File: src/rtl/mod_a_arb_pkg.sv
// Shared types and constants for the mod_a request arbiter.
// This package also holds the index-width helper that the arbiter modules use.
package mod_a_arb_pkg;

  typedef enum logic [1:0] {
    IDLE = 2'd0,
    EVAL = 2'd1,
    RESP = 2'd2
  } arb_state_t;

  localparam int MAX_N = 16;

  // A single requester still needs a 1-bit index so that port widths stay legal.
  function automatic int calc_idw(input int n);
    return (n <= 1) ? 1 : $clog2(n);
  endfunction

endpackage

File: src/rtl/mod_a.sv
// Shared combinational compute unit that the arbiter time-multiplexes.
module mod_a (
  input  logic in1,
  input  logic in2,
  input  logic in3,
  input  logic in4,
  output logic out1,
  output logic out2
);

  assign out1 = (in1 & in2) | (in3 & in4);
  assign out2 = in1 ^ in2 ^ in3 ^ in4;

endmodule

File: src/rtl/mod_a_arbiter_rr_pick.sv
// Combinational round-robin picker. It grants the lowest requester at or above ptr.
// If no requester qualifies, it wraps to the lowest requester overall.
module rr_pick
  import mod_a_arb_pkg::*;
#(
  parameter  int N   = 4,
  localparam int IDW = calc_idw(N)
) (
  input  logic [N-1:0]   req,
  input  logic [IDW-1:0] ptr,
  output logic [N-1:0]   gnt_onehot,
  output logic [IDW-1:0] gnt_id,
  output logic           any
);

  logic [IDW-1:0] hi_id_s;
  logic [IDW-1:0] lo_id_s;
  logic           hi_any_s;
  logic           lo_any_s;
  logic           hit_s;

  // The scan runs downward, so the last hit found is the lowest index in each region.
  always_comb begin
    hi_id_s  = '0;
    lo_id_s  = '0;
    hi_any_s = 1'b0;
    lo_any_s = 1'b0;
    hit_s    = 1'b0;
    for (int i = N - 1; i >= 0; i--) begin
      hit_s    = req[i] && (IDW'(i) >= ptr);
      lo_id_s  = req[i] ? IDW'(i) : lo_id_s;
      lo_any_s = lo_any_s | req[i];
      hi_id_s  = hit_s ? IDW'(i) : hi_id_s;
      hi_any_s = hi_any_s | hit_s;
    end
  end

  // Prefer the region at or above the pointer, then fall back to the wrapped region.
  always_comb begin
    gnt_id = hi_any_s ? hi_id_s : lo_id_s;
    any    = lo_any_s;
    if (lo_any_s) begin
      gnt_onehot = N'(1'b1) << gnt_id;
    end else begin
      gnt_onehot = '0;
    end
  end

endmodule

File: src/rtl/mod_a_arbiter.sv
// Round-robin front end that shares one mod_a among N valid/ready requesters.
// Each result is returned tagged with the index of its owner.
module mod_a_arbiter
  import mod_a_arb_pkg::*;
#(
  parameter  int N   = 4,
  localparam int IDW = calc_idw(N)
) (
  input  logic           clk,
  input  logic           areset,
  input  logic [N-1:0]   req_valid,
  input  logic [N-1:0]   req_a,
  input  logic [N-1:0]   req_b,
  input  logic [N-1:0]   req_c,
  input  logic [N-1:0]   req_d,
  output logic [N-1:0]   req_ready,
  output logic           resp_valid,
  output logic [IDW-1:0] resp_id,
  output logic           resp_out1,
  output logic           resp_out2,
  input  logic           resp_ready,
  output logic           busy
);

  arb_state_t     state_r, state_n;
  logic [IDW-1:0] rr_ptr_r;
  logic [IDW-1:0] cur_id_r;
  logic           op_a_r, op_b_r, op_c_r, op_d_r;
  logic [N-1:0]   gnt_onehot_s;
  logic [IDW-1:0] gnt_id_s;
  logic           any_s;
  logic           out1_s, out2_s;
  logic [IDW-1:0] next_ptr_s;

  rr_pick #(.N(N)) u_pick (
    .req        (req_valid),
    .ptr        (rr_ptr_r),
    .gnt_onehot (gnt_onehot_s),
    .gnt_id     (gnt_id_s),
    .any        (any_s)
  );

  mod_a u_mod_a (
    .in1  (op_a_r),
    .in2  (op_b_r),
    .in3  (op_c_r),
    .in4  (op_d_r),
    .out1 (out1_s),
    .out2 (out2_s)
  );

  assign next_ptr_s = (cur_id_r == IDW'(N - 1)) ? '0 : cur_id_r + IDW'(1);

  // Next-state decode and the grant. The grant is also blocked while reset is asserted.
  always_comb begin
    state_n   = state_r;
    req_ready = '0;
    case (state_r)
      IDLE: begin
        if (any_s && !areset) begin
          req_ready = gnt_onehot_s;
          state_n   = EVAL;
        end else begin
          state_n   = IDLE;
        end
      end
      EVAL: state_n = RESP;
      RESP: begin
        if (resp_ready) begin
          state_n = IDLE;
        end else begin
          state_n = RESP;
        end
      end
      default: state_n = IDLE;
    endcase
  end

  // State, operand capture, result capture and pointer advance.
  always_ff @(posedge clk or posedge areset) begin
    if (areset) begin
      state_r    <= IDLE;
      rr_ptr_r   <= '0;
      cur_id_r   <= '0;
      op_a_r     <= 1'b0;
      op_b_r     <= 1'b0;
      op_c_r     <= 1'b0;
      op_d_r     <= 1'b0;
      resp_valid <= 1'b0;
      resp_id    <= '0;
      resp_out1  <= 1'b0;
      resp_out2  <= 1'b0;
      busy       <= 1'b0;
    end else begin
      state_r <= state_n;
      busy    <= (state_n != IDLE);
      case (state_r)
        IDLE: begin
          if (any_s) begin
            op_a_r   <= req_a[gnt_id_s];
            op_b_r   <= req_b[gnt_id_s];
            op_c_r   <= req_c[gnt_id_s];
            op_d_r   <= req_d[gnt_id_s];
            cur_id_r <= gnt_id_s;
          end
        end
        EVAL: begin
          resp_out1  <= out1_s;
          resp_out2  <= out2_s;
          resp_id    <= cur_id_r;
          resp_valid <= 1'b1;
        end
        RESP: begin
          if (resp_ready) begin
            resp_valid <= 1'b0;
            rr_ptr_r   <= next_ptr_s;
          end
        end
        default: ;
      endcase
    end
  end

endmodule

File: config.mk
export PLATFORM = sky130hd
export DESIGN_NAME = mod_a_arbiter
export DESIGN_NICKNAME = d
export VERILOG_FILES = /design/src/rtl/mod_a_arb_pkg.sv /design/src/rtl/mod_a.sv /design/src/rtl/mod_a_arbiter_rr_pick.sv /design/src/rtl/mod_a_arbiter.sv
export SDC_FILE = /design/constraint.sdc
export NUM_CORES = 1
export LEC_CHECK = 0
export CORE_MARGIN = 2
export CORE_UTILIZATION = 47
export DETAILED_ROUTE_END_ITERATION = 7
export PLACE_DENSITY = 0.88
export SLEW_MARGIN = 20
export SYNTH_ARGS = -nofsm -noshare
export SYNTH_HDL_FRONTEND = slang
export SYNTH_SLANG_ARGS = --single-unit
File: constraint.sdc
create_clock -name clk -period 2.21 [get_ports clk]
set_input_delay 0.221 -clock clk [delete_from_list [all_inputs] [get_ports clk]]
set_output_delay 0.221 -clock clk [all_outputs]
set_load 0.01 [all_outputs]
==> qor.txt <==
Post-DR wirelength/cell: 13.4 um
DRT Pass-1 Iters: 4
Multiplexer share of the synthesized area: 10.1%
First-pass GRT wire length: 3740 um
Worst reg-to-reg path cell count: 7
Vias in the first global route: 917
Pint: 1000 uW
Most common cell after layout, fill and taps aside: clkdlybuf4s50_1
Final Hold Fails: 0
Fin crit share: 90.4%
Dpl cells: 162
Slowest CP cell: clkdlybuf4s50_1
Worst setup SP type: primary input
CTS buffer count: 3
Worst vdd ir: 0.000629 V
Syn_area_per_cell: 10.0 sq um
Crit Reg-Reg Startpoint: state_r[1]
Overflow after GRT: 0
Clock sink count: 16
GP Congestion: 0.757
Detail Placement HPWL: 1770 um
Fin crit period: 2.00 ns
Worst-Margin Slew: 0.572 ns
Max cap viols: 0
Compound-Gate Fraction of Synth Area: 20.4%
Synth-to-layout area growth: 52.2%
ANT nets after route: 0
Worst path buffer plus inverter count: 2
Fmax: 0.500 GHz
Most frequent cells in the layout: clkdlybuf4s50_1, dfrtp_1, nand2_1, buf_4
Clk_lat worst skew: 0.29 ns
CP delay by family, top: buffers and inverters
Leak: 0.664 nW
HP Class: in2async
Remaining DRCs: 0
Slew HR: 61.8%
Total track usage: 20.9%
Crit-path cells: clkdlybuf4s50_1, nand2_1, a221o_1, and2_1, nor4_1, dlygate4sd2_1
Post-DR vias/cell: 5.40
Ports: 33
Critical Path AT: 1.78 ns
Setup ws final: 0.212 ns
H-tree levels: 1
Most used DFF post-synth: dfrtp_1
Initial Util: 48.9%
Die width: 48.7 um
Synthesized-area fraction occupied by xor and xnor cells: 1.86%
Synthesized Nets: 119
RSZ-0062 raised after global routing: no
Synth Area in Adders: 2.66%
Kind of critical path: in2out
Number of fill cells in the layout: 141
Buffers added on ports: 32
Pre-CTS setup slack: -0.118 ns
Seq pwr share: 34.6%
Largest family of logic cells by synthesized area: simple AND/OR/NAND/NOR gates
# setup viols final: 0
Worst reg-to-reg setup slack: 0.55 ns
Post-synth EDFFs: 0
Synth cell types: 29
Core Box Area: 0.00192 sq mm
Final setup TNS: 0 ns
Die Y: 48.7 um
Ant. Diodes: 0
Logic pwr share: 56.2%
Largest net degree at the start of global routing: 17
Max-slew violations: 0
Post-synthesis simple-gate area fraction: 20.6%
Maximum buffer depth of the clock tree: 2
CP endpoint kind: output pin
Multi-input logic area: 551 sq um
Register area: 402 sq um
Clk_skew: 0.000483 ns
Crit path from: req_valid[0]
Initial antenna violation count: 0
Pwr dens: 1130 mW/mm^2
CTS clk-pin slew, worst paths: 0.08 ns
Share of total power in the clock network: 9.3%
Outcome: finished clean
WP data required: 1.99 ns
CTS tree: built
Die Area: 0.00237 sq mm
Post-Syn Instances: 94
Nets: 166
Ratio of cells with drive above 1 in the final layout: 20.1%
Fin cells: 166
Yosys warns: 0
Switching fraction of total power: 38.0%
Initial DRC count: 6
Rows: 16
Synthesized area: 940 sq um
Post-synth ARST share: 100%
Yosys reg bits: 16
WL final: 2220 um
Root Driver: clkbuf_4
Largest fanout on the critical path: 3
P_sw: 613 uW
CP max stage delay: 0.52 ns
Register area share after synthesis: 42.6%
Via count: 897
RR Endpoint: op_d_r
worst register-to-register path: stages (launching register included):
cell and delay, ns:
dfrtp_1 0.43, nor2_2 0.20, o41ai_4 0.11, buf_4 0.15
buf_4 0.17, a21oi_1 0.26, o21ai_1 0.15, o311ai_2 0.10
cell usage after synthesis (2+ instances only):
master | number | area, sq um
dfrtp_1 | 16 | 400
nand2_1 | 11 | 41.3
nor2_1 | 7 | 26.3
mux2i_1 | 5 | 50.1
o21ai_1 | 5 | 25.0
a21oi_1 | 4 | 20.0
and4_1 | 4 | 35.0
mux2_2 | 4 | 45.0
o21ai_0 | 4 | 20.0
o31a_1 | 4 | 35.0
inv_1 | 3 | 11.3
nand2b_1 | 3 | 18.8
o311ai_1 | 3 | 26.3
or2_1 | 3 | 18.8
ha_1 | 2 | 25.0
nor2b_1 | 2 | 12.5
nor4_1 | 2 | 12.5
metrics by stage:
step                util (%)  hold slack [ns]  cell area, sq um  power, mW
finish                  74.4            0.415              1430       1.61
global route            74.4            0.451              1430       1.74
CTS                     72.7            0.408              1400       1.59
detailed placement      71.0            0.470              1360       1.43
global placement        71.0            0.461              1360       1.38
floorplan                  -            0.135               940       1.06
power by group through the flow:
| stage | clock (mW) | sequential (mW) | combinational (mW) |
|---|---|---|---|
| 3_5_place_dp | 0 | 0.556 | 0.872 |
| 5_1_grt | 0.167 | 0.576 | 0.996 |
| 6_report | 0.150 | 0.557 | 0.906 |
| 3_3_place_gp | 0 | 0.542 | 0.839 |
| 4_1_cts | 0.155 | 0.551 | 0.888 |
| 2_1_floorplan | 0 | 0.552 | 0.512 |
repair_timing:
item                                   CTS  global route
pin swaps                                0             1
gates resized for setup                  4             9
endpoints found under the hold margin    0             0
buffers inserted                         1             0
setup endpoints to repair                4             2
hold buffers                             0             0
state kept, by name, indices dropped and copies added (netlist names):
signal      count
state_r         2
resp_out2       1
op_c_r          1
resp_valid      1
resp_out1       1
op_a_r          1
resp_id         2
busy            1
op_b_r          1
rr_ptr_r        2
cur_id_r        2
op_d_r          1
worst max path at each step:
stage / to / slack, ns / cells after the start
finish: req_ready[0] / 0.21 / 6
global placement: req_ready[0] / -0.08 / 6
global route: req_ready[0] / 0.1 / 6
detailed placement: req_ready[0] / -0.12 / 6
floorplan: req_ready[0] / 0.49 / 4
CTS: req_ready[1] / -0.05 / 6
layout make-up:
| class | count | area share, % |
|---|---|---|
| clock buffers | 3 | 1.57 |
| well taps | 27 | 2.36 |
| inverters | 3 | 0.787 |
| repair buffers | 43 | 28.7 |
| multi-input cells | 74 | 38.5 |
| flip-flops and latches | 16 | 28.1 |
per-layer routing:
layer | share of wire (%) | wire [um] | vias up | global-route usage (%)
li1 | - | - | 443 | -
met1 | 40 | 887 | 422 | 22.0
met2 | 53 | 1180 | 25 | 39.0
met3 | 3.3 | 74 | 7 | 1.85
met4 | 3.7 | 82 | 0 | 14.3
met5 | 0 | 0 | - | 0
logic make-up (layout without fill, tap and decap cells):
family          Yosys count  count (layout)
simple gates             35              35
compound gates           26              26
flops                    16              16
mux                       9               9
buf+inv                   4              49
fa+ha+maj                 2               2
xor+xnor                  2               2
Power figures use the tool's default switching activity.
